$ cat config.mk
export PLATFORM = sky130hd
export DESIGN_NAME = display_planes
export DESIGN_NICKNAME = d
export VERILOG_FILES = /design/src/rtl/display_planes.sv
export SDC_FILE = /design/constraint.sdc
export NUM_CORES = 1
export LEC_CHECK = 0
export BUFFER_PORTS_ARGS = -buffer_cell sky130_fd_sc_hd__buf_2
export CAP_MARGIN = 40
export CORE_MARGIN = 10
export CORE_UTILIZATION = 64
export DETAILED_ROUTE_END_ITERATION = 16
export PLACE_DENSITY = 0.82
export SYNTH_ARGS = -nofsm -noshare
export SYNTH_HDL_FRONTEND = slang
export SYNTH_SLANG_ARGS = --single-unit
$ cat constraint.sdc
create_clock -name clk -period 3.8 [get_ports clk]
set_input_delay 0.57 -clock clk [delete_from_list [all_inputs] [get_ports clk]]
set_output_delay 0.57 -clock clk [all_outputs]
set_load 0.02 [all_outputs]
$ cat src/rtl/display_planes.sv
// Bitplane framebuffer scanout with palette, scaling and prefetch.
// Planes combine into a palette index and drive RGB332 to the VGA stage.
module display_planes #(
  parameter int PLANES         = 2,
  parameter int WORD_W         = 16,
  parameter int ADDR_W         = 10,
  parameter int PLANE_WORDS    = 512,
  parameter int H_MULT_LO      = 10,
  parameter int H_MULT_HI      = 5,
  parameter int V_MULT_WIDE_LO = 12,
  parameter int V_MULT_WIDE_HI = 6
) (
  input  logic              clk,
  input  logic              res_n,
  input  logic              hires,
  input  logic              wide,
  input  logic              enable_pixel,
  input  logic [10:0]       h_pixel,
  input  logic [10:0]       v_pixel,
  input  logic              hsync,
  input  logic              vsync,
  input  logic              pal_we,
  input  logic [PLANES-1:0] pal_idx,
  input  logic [7:0]        pal_data,
  output logic [ADDR_W-1:0] fb_addr,
  input  logic [WORD_W-1:0] fb_data,
  output logic [7:0]        rgb,
  output logic              outside_playfield,
  output logic              underrun
);

  localparam int NPAL = 1 << PLANES;
  localparam int BW   = $clog2(WORD_W);
  localparam int PW   = (PLANES > 1) ? $clog2(PLANES) : 1;
  localparam logic [7:0] WPL_LO = 8'(64 / WORD_W);
  localparam logic [7:0] WPL_HI = 8'(128 / WORD_W);
  localparam logic [PW-1:0] PLAST = PW'(PLANES - 1);

  typedef enum logic [1:0] {
    S_IDLE, S_ISSUE, S_CAPTURE, S_READY
  } state_t;

  function automatic logic [7:0] pal_init(int i);
    case (i)
      1:       return 8'hFF;
      2:       return 8'hD9;
      3:       return 8'h6D;
      default: return 8'h00;
    endcase
  endfunction

  state_t              r_state;
  state_t              w_next;
  logic [PW-1:0]       r_plane;
  logic [PW-1:0]       w_plane_nx;
  logic [ADDR_W-1:0]   r_fb_addr;
  logic [ADDR_W-1:0]   w_addr_nx;
  logic [ADDR_W-1:0]   r_base;
  logic [ADDR_W-1:0]   w_base_now;
  logic                w_cap;
  logic [PW-1:0]       w_cap_plane;
  logic                w_set_valid;
  logic                w_take;

  logic [WORD_W-1:0]   r_hold [PLANES];
  logic [WORD_W-1:0]   r_sh   [PLANES];
  logic                r_hold_valid;
  logic                r_req;
  logic                r_underrun;
  logic [7:0]          r_pal  [NPAL];
  logic [7:0]          r_rgb;

  logic [ADDR_W-1:0]   r_line_addr;
  logic [ADDR_W-1:0]   r_cur_line;
  logic [7:0]          r_word_idx;
  logic [3:0]          r_vcnt;
  logic [3:0]          r_hsub;
  logic [BW-1:0]       r_bit;

  logic [3:0]          w_hm;
  logic [3:0]          w_vm;
  logic [7:0]          w_wpl;
  logic                w_inside;
  logic                w_hsync_go;
  logic                w_load_pt;
  logic                w_strobe;
  logic                w_last_sub;
  logic                w_bound;
  logic                w_load;
  logic                w_req_new;
  logic                w_border;
  logic [PLANES-1:0]   w_idx;

  assign w_hm  = hires ? 4'(H_MULT_HI) : 4'(H_MULT_LO);
  assign w_vm  = wide ? (hires ? 4'(V_MULT_WIDE_HI)
                               : 4'(V_MULT_WIDE_LO))
                      : w_hm;
  assign w_wpl = hires ? WPL_HI : WPL_LO;

  assign w_inside = wide
    ? (v_pixel >= 11'd48 && v_pixel <= 11'd431)
    : (v_pixel >= 11'd80 && v_pixel <= 11'd399);
  assign outside_playfield = !w_inside;

  assign w_hsync_go = hsync && w_inside && !vsync;
  assign w_load_pt  = w_inside && !vsync &&
                      h_pixel == 11'h7FC &&
                      r_word_idx == 8'd0;
  assign w_strobe   = enable_pixel && w_inside && !vsync;
  assign w_last_sub = r_hsub == 4'(w_hm - 4'd1);
  assign w_bound    = w_strobe && w_last_sub &&
                      r_bit == BW'(WORD_W - 1) &&
                      r_word_idx < w_wpl;
  assign w_load     = w_load_pt || w_bound;
  assign w_req_new  = w_hsync_go ||
                      (w_load && (r_word_idx + 8'd1) < w_wpl);
  assign w_border   = v_pixel == 11'd0 || v_pixel == 11'd479;
  assign w_base_now = r_cur_line + ADDR_W'(r_word_idx);

  assign fb_addr  = r_fb_addr;
  assign rgb      = r_rgb;
  assign underrun = r_underrun;

  // Current pixel's palette index from the shifter MSBs.
  always_comb begin
    w_idx = '0;
    for (int p = 0; p < PLANES; p++) w_idx[p] = r_sh[p][WORD_W-1];
  end

  // Fetch FSM next state: one issue per plane, then capture, then ready.
  always_comb begin
    w_next      = r_state;
    w_plane_nx  = r_plane;
    w_addr_nx   = r_fb_addr;
    w_cap       = 1'b0;
    w_cap_plane = '0;
    w_set_valid = 1'b0;
    w_take      = 1'b0;
    unique case (r_state)
      S_IDLE: begin
        if (r_req) begin
          w_next     = S_ISSUE;
          w_plane_nx = '0;
          w_addr_nx  = w_base_now;
          w_take     = 1'b1;
        end
      end
      S_ISSUE: begin
        if (r_plane != '0) begin
          w_cap       = 1'b1;
          w_cap_plane = r_plane - PW'(1);
        end
        if (r_plane == PLAST) begin
          w_next = S_CAPTURE;
        end else begin
          w_plane_nx = r_plane + PW'(1);
          w_addr_nx  = r_base + ADDR_W'(PLANE_WORDS) *
                       ADDR_W'(r_plane + PW'(1));
        end
      end
      S_CAPTURE: begin
        w_cap       = 1'b1;
        w_cap_plane = PLAST;
        w_next      = S_READY;
      end
      S_READY: begin
        w_set_valid = 1'b1;
        w_next      = S_IDLE;
      end
      default: w_next = S_IDLE;
    endcase
  end

  // Fetch FSM state, plane counter and address register.
  always_ff @(posedge clk) begin
    if (!res_n) begin
      r_state   <= S_IDLE;
      r_plane   <= '0;
      r_fb_addr <= '0;
      r_base    <= '0;
    end else begin
      r_state   <= w_next;
      r_plane   <= w_plane_nx;
      r_fb_addr <= w_addr_nx;
      if (w_take) r_base <= w_base_now;
    end
  end

  // Hold buffers, request/valid flags, shifters and underrun.
  always_ff @(posedge clk) begin
    if (!res_n) begin
      r_hold_valid <= 1'b0;
      r_req        <= 1'b0;
      r_underrun   <= 1'b0;
      for (int p = 0; p < PLANES; p++) begin
        r_hold[p] <= '0;
        r_sh[p]   <= '0;
      end
    end else begin
      if (w_cap) r_hold[w_cap_plane] <= fb_data;
      if (w_take) r_req <= 1'b0;
      if (w_req_new) r_req <= 1'b1;
      if (w_load) r_hold_valid <= 1'b0;
      if (w_set_valid) r_hold_valid <= 1'b1;
      if (w_load && !r_hold_valid) r_underrun <= 1'b1;
      for (int p = 0; p < PLANES; p++) begin
        if (w_load)
          r_sh[p] <= r_hold_valid ? r_hold[p] : '0;
        else if (w_strobe && w_last_sub)
          r_sh[p] <= r_sh[p] << 1;
      end
    end
  end

  // Horizontal sub-pixel and bit counters.
  always_ff @(posedge clk) begin
    if (!res_n) begin
      r_hsub <= '0;
      r_bit  <= '0;
    end else if (vsync || w_hsync_go || w_load_pt) begin
      r_hsub <= '0;
      r_bit  <= '0;
    end else if (w_strobe) begin
      if (w_last_sub) begin
        r_hsub <= '0;
        if (r_bit == BW'(WORD_W - 1)) r_bit <= '0;
        else r_bit <= r_bit + BW'(1);
      end else begin
        r_hsub <= r_hsub + 4'd1;
      end
    end
  end

  // Line base, vertical repeat counter and word index.
  always_ff @(posedge clk) begin
    if (!res_n) begin
      r_line_addr <= '0;
      r_cur_line  <= '0;
      r_word_idx  <= '0;
      r_vcnt      <= '0;
    end else if (vsync) begin
      r_line_addr <= '0;
      r_word_idx  <= '0;
      r_vcnt      <= 4'(w_vm - 4'd1);
    end else if (w_hsync_go) begin
      r_word_idx <= '0;
      r_cur_line <= r_line_addr;
      if (r_vcnt == 4'd0) begin
        r_vcnt      <= 4'(w_vm - 4'd1);
        r_line_addr <= r_line_addr + ADDR_W'(w_wpl);
      end else begin
        r_vcnt <= r_vcnt - 4'd1;
      end
    end else if (w_load) begin
      r_word_idx <= r_word_idx + 8'd1;
    end
  end

  // Palette storage; writes land at the edge so same-cycle reads see old data.
  always_ff @(posedge clk) begin
    if (!res_n) begin
      for (int i = 0; i < NPAL; i++) r_pal[i] <= pal_init(i);
    end else if (pal_we) begin
      r_pal[pal_idx] <= pal_data;
    end
  end

  // Registered pixel output: border lines, playfield pixels, else black.
  always_ff @(posedge clk) begin
    if (!res_n) r_rgb <= 8'h00;
    else if (enable_pixel && w_border) r_rgb <= 8'hFF;
    else if (w_inside && enable_pixel) r_rgb <= r_pal[w_idx];
    else r_rgb <= 8'h00;
  end

endmodule

==> run metrics, run 1 <==
outcome finished, final reports clean; Top Ports 76; Tot GR Track Use 22.0%; Avg Inst Size Synth 10.6 um2; H-Tree Depth 4; Max VDD drop 0.000441 V; Die Width 130 um; pin count of the biggest net entering global routing 47; number of synthesized flops with an enable pin 95; leakage 3.34 nW; Main synth FF type edfxtp_1; most frequent cells in the layout edfxtp_1, nand2_1, buf_2; Switching Fraction 27.1%; Max FO, Critical Path 46; initial antenna violation count 0; PortBufs 75; mean routed wirelength per cell 18.8 um; die height 130 um; Sw Pwr 0.00115 W; Seq/Total Area, Yosys 55.2%; Mapped Cells 729; min-delay worst type input port to flop; max capacitance violation total 0; Async S/R FF share, synth 0%; data arrival at the endpoint of the critical path 2.86 ns; grt ovf 0; final number of hold-violating endpoints 0; CTS max path bufs 2; Final Cycle Share 71.2%; drt first pass iters 7; CORE AREA 11,900 um2; clock share of power 40.1%; #FFs+latches synth 166; CTS clk-pin slew, worst paths 0.07 ns; WS Path Type flop to flop; unrepaired setup endpoints after global routing false; Comb power frac 11.4%; post-CTS setup buffers 0; post-CTS sizing 0; Clk Latency, worst-skew pair 0.44 ns; CTS Buf Count 17; via count 5,868; vias per cell 6.14; sequential share of power 48.5%; hpwl dp 12,400 um; footprint of the multi-input gates 3260 um2; PD cells 483 nW/um2; Starting DRT DRC Count 528; first-pass GRT wire length 29,300 um; Worst Tran Pin Value 0.908 ns; Rel. slew slack 39.0%; Antenna Cells 0; count of final setup violators 0; Max Slew Vio Count 0; CP Launch Type flop; routed wire length 17,900 um; layout net count 877; Reg area 4270 um2; Int Power 0.00310 W; CTS tree built; Final ANT Viol Nets 0; RD Place Congestion 0.884; Placement Rows 40; Fill cells 829; Required @ worst endpoint 3.95 ns; synth-to-layout area growth 13.6%; clock skew 0.0148 ns; Syn Std Cell Area 7750 um2; cts hold-fix bufs 0; commonest non-fill, non-tap cell in the layout edfxtp_1; DRC viols 0; Clock Sinks 166; minimum clock period 2.71 ns; Worst setup EP type flop; clock root buffer clkbuf_16; achievable frequency 369 MHz; vias in the first global route 6,059; Synthesized Nets 811; Yosys warning count 0; Cell variety after synth 59; Initial Utilization 65.1%; Die ar. 16,900 um2; final core occ 73.9%; share of layout cells above drive strength 1 18.2%; Setup TNS 0 ns
==> stage by stage <==
stage	hold slack [ns]	instance area, um2	std cells	total power, W	setup WS, ns
after global routing	0.426	8810	955	0.00440	0.893
after CTS	0.417	8810	955	0.00425	1.12
after global placement	0.442	8210	923	0.00254	0.808
after detailed placement	0.447	8210	923	0.00257	0.713
final	0.418	8810	955	0.00425	1.09
after floorplan	0.436	7750	729	0.00239	1.19
==> state kept, by name, indices dropped and copies added, names as in the netlist <==
register and flops:
r_hold 32, r_pal 32, r_sh 32, fb_addr 10, r_base 10, r_cur_line 8
r_line_addr 8, r_word_idx 8, rgb 8, r_bit 4, r_hsub 4, r_vcnt 4
r_state 2, r_hold_valid 1, r_plane 1, r_req 1, underrun 1
==> metal layers <==
metal	vias up	global-route usage, %	share of wire, %
met2	211	37.6	51
met4	0	9.92	2.9
met3	49	4.75	6.6
li1	2780	-	-
met1	2828	26.0	40
met5	-	0	0
==> final timing paths <==
kind	startpoint	endpoint	slack, ns	depth (start not counted)
worst min-delay path	pal_data[2]	r_pal[1][2]$_SDFFCE_PN1P_	0.42	2
worst min register to register	r_line_addr[9]$_SDFFE_PP0P_	r_cur_line[9]$_SDFFE_PN0P_	0.46	2
worst max register to register	r_hsub[2]$_SDFFE_PP0P_	r_sh[0][10]$_SDFFCE_PN0P_	1.09	7
worst max-delay path	r_hsub[2]$_SDFFE_PP0P_	r_sh[0][10]$_SDFFCE_PN0P_	1.09	7
==> cell families after synthesis <==
family / Yosys count / share of synthesized area [%]
flip-flops: 166 / 55.2
multiplexers: 11 / 2.71
AND/OR/NAND/NOR: 308 / 20.7
buffers and inverters: 53 / 2.84
AO/OA/AOI/OAI: 140 / 11.4
XOR/XNOR: 25 / 2.83
adder cells (fa/ha/maj): 26 / 4.39
==> Yosys cell counts (17+ instances only) <==
master,instances,share of area (%)
ha_1,24,3.9
edfxtp_1,95,37
nand2_1,79,3.8
clkbuf_1,27,1.3
dfxtp_1,71,18
and3_1,31,2.5
a21oi_1,59,3.8
nand3_1,25,1.6
nor2_1,54,2.6
o21ai_0,24,1.5
and2_1,26,2.1
or2_2,18,1.5
nand3b_1,17,1.6
inv_1,17,0.82
==> layout make-up <==
cell class | count | share of cell area (%)
Multi-Input combinational cell | 510 | 37.0
Clock inverter | 15 | 1.90
Inverter | 17 | 0.725
Tap cell | 147 | 2.09
Timing Repair Buffer | 83 | 4.94
Clock buffer | 17 | 4.83
Sequential cell | 166 | 48.5
==> power groups by stage <==
stage                     Combinational, W  Sequential [W]  Clock (W)
after CTS                         0.000483         0.00206    0.00171
after detailed placement          0.000476         0.00209          0
after floorplan                   0.000260         0.00213          0
final                             0.000486         0.00206    0.00170
after global routing              0.000539         0.00207    0.00179
after global placement            0.000449         0.00209          0
==> critical path, cell delays in order (launching register included) <==
cell and delay (ns):
dfxtp_1 0.41, nor4bb_1 0.29, o21ai_0 0.18, or4_1 0.61, a211oi_4 0.26, buf_4 0.39
nand3b_1 0.18, a21oi_1 0.09
(Power assumes the default switching activity.)
==> run 2: changes to the inputs <==
- CORE_UTILIZATION: 64 -> 53
- PLACE_DENSITY: 0.82 -> 0.73
- clock period: 3.8 -> 2.24 ns (I/O delays scaled with it)
==> run metrics, run 2 (synthesis results as in run 1) <==
final number of hold-violating endpoints 0 (unchanged); met3 WL 852 um (was 1180 um); via count 6,000 (was 5,868); RD Place Congestion 0.842 (was 0.884); unrepaired setup endpoints after global routing true (was false); achievable frequency 450 MHz (was 369 MHz); CTS tree built (unchanged); PD cells 788 nW/um2 (was 483 nW/um2); WS Path Type flop to flop (unchanged); Clk Latency, worst-skew pair 0.43 ns (was 0.44 ns); pin count of the biggest net entering global routing 40 (was 47); DP Worst Slack -0.0526 ns (was 0.713 ns); clock root buffer clkbuf_16 (unchanged); routed wire length 18,200 um (was 17,900 um); share of layout cells above drive strength 1 24.1% (was 18.2%); Rel. slew slack 44.3% (was 39.0%); min-delay worst type input port to flop (unchanged); Worst setup EP type flop (unchanged); Initial Utilization 53.7% (was 65.1%); H-Tree Depth 4 (unchanged); biggest regs r_hold (32), r_pal (32), r_sh (32) (unchanged); CTS Buf Count 17 (unchanged); CTS clk-pin slew, worst paths 0.07 ns (about the same); PortBufs 75 (unchanged); met2 WL post-DR 9180 um (was 9130 um); initial antenna violation count 0 (unchanged); drt first pass iters 5 (was 7); Antenna Cells 0 (unchanged); grt ovf 0 (unchanged); Clock Sinks 166 (unchanged); die height 141 um (was 130 um); most frequent cells in the layout edfxtp_1, nand2_1, buf_2 (unchanged); max capacitance violation total 0 (unchanged); hpwl dp 12,800 um (was 12,400 um); outcome finished, final reports clean (unchanged); minimum clock period 2.22 ns (was 2.71 ns); Max FO, Critical Path 18 (was 46); Top Ports 76 (unchanged); CP Launch Type flop (unchanged); Max Slew Vio Count 0 (unchanged); Post-Route M1 WL 7770 um (was 7100 um); Final Cycle Share 99.2% (was 71.2%); Max VDD drop 0.000702 V (was 0.000441 V); Worst Slack Setup Final 0.0181 ns (was 1.09 ns); vias per cell 5.78 (was 6.14); Starting DRT DRC Count 480 (was 528); vias in the first global route 6,038 (was 6,059); non-filler cells in the finished layout 1,038 (was 955); Required @ worst endpoint 2.41 ns (was 3.95 ns); Tot GR Track Use 18.1% (was 22.0%); uppermost layer routed met4 (unchanged); synth-to-layout area growth 21.1% (was 13.6%); Placed Cells 1,002 (was 923); commonest non-fill, non-tap cell in the layout edfxtp_1 (unchanged); Worst Tran Pin Value 0.831 ns (was 0.908 ns); Die ar. 19,900 um2 (was 16,900 um2); Placement Rows 44 (was 40); Final ANT Viol Nets 0 (unchanged); CTS max path bufs 2 (unchanged); Total Power 0.00740 W (was 0.00425 W); layout net count 923 (was 877); mean routed wirelength per cell 17.6 um (was 18.8 um); Die Width 141 um (was 130 um); cts hold-fix bufs 0 (unchanged); Fill cells 1,087 (was 829); DRC viols 0 (unchanged); first-pass GRT wire length 29,200 um (was 29,300 um); Worst R2R Setup Slack 0.02 ns (was 1.09 ns); leakage 3.64 nW (was 3.34 nW); count of final setup violators 0 (unchanged); clock skew 0.00996 ns (was 0.0148 ns); data arrival at the endpoint of the critical path 2.39 ns (was 2.86 ns); CORE AREA 14,400 um2 (was 11,900 um2)
==> run 2: power breakdown <==
part / total (W) / switching (W) / internal [W] / leakage (nW)
Sequential: 0.00349 / 0.0000893 / 0.00340 / 1.54
Combinational: 0.000854 / 0.000547 / 0.000307 / 1.79
Clock: 0.00306 / 0.00127 / 0.00179 / 0.305
Total: 0.00740 / 0.00191 / 0.00549 / 3.64
==> run 2: worst max-delay path, cell delays in order, from the launching register on <==
cell and delay, ns:
dfxtp_4 0.37, nor4bb_4 0.29, o21ai_1 0.12, or4_4 0.47, a211oi_4 0.25, buf_4 0.15
buf_12 0.13, nand3b_1 0.12, a21oi_1 0.07
==> run 2: final timing paths <==
check	from	to	cells past startpoint
setup / recovery	r_hsub[3]$_SDFFE_PP0P_	r_sh[0][6]$_SDFFCE_PN0P_	8
hold / removal	fb_data[7]	r_hold[0][7]$_SDFFCE_PN0P_	2
setup reg to reg	r_hsub[3]$_SDFFE_PP0P_	r_sh[0][6]$_SDFFCE_PN0P_	8
hold reg to reg	r_cur_line[7]$_SDFFE_PN0P_	r_cur_line[7]$_SDFFE_PN0P_	2
==> run 2: metal layers <==
layer  vias to the layer above  GRT usage [%]
met5                         -              0
met3                        38           3.93
li1                       2859              -
met4                         0           7.61
met1                      2932           21.6
met2                       171           30.7
==> run 2: per-stage QoR <==
| stage | hold slack [ns] | area, um2 | util, % | setup TNS [ns] |
|---|---|---|---|---|
| after floorplan | 0.436 | 7770 | - | -0.357 |
| after global placement | 0.445 | 8660 | 60.0 | -0.00883 |
| after detailed placement | 0.453 | 8660 | 60.0 | -0.757 |
| after CTS | 0.200 | 9280 | 64.3 | 0 |
| after global routing | 0.204 | 9390 | 65.1 | -0.674 |
| final | 0.216 | 9390 | 65.1 | 0 |
==> run 2: cell type report <==
type / instances / area (um2) / share of cell area, %
multi-input combinational: 510 / 3330 / 35.5
inverter: 17 / 63.8 / 0.680
tap: 184 / 230 / 2.45
clock inverter: 15 / 195 / 2.08
clock buffer: 17 / 425 / 4.53
timing repair buffer: 129 / 861 / 9.17
sequential: 166 / 4280 / 45.6
==> run 2: timing repair <==
| item | 4_1_cts | 5_1_grt |
|---|---|---|
| setup buffers | 0 | 3 |
| resized for setup | 0 | 16 |
| endpoints found under the setup margin | 0 | 44 |
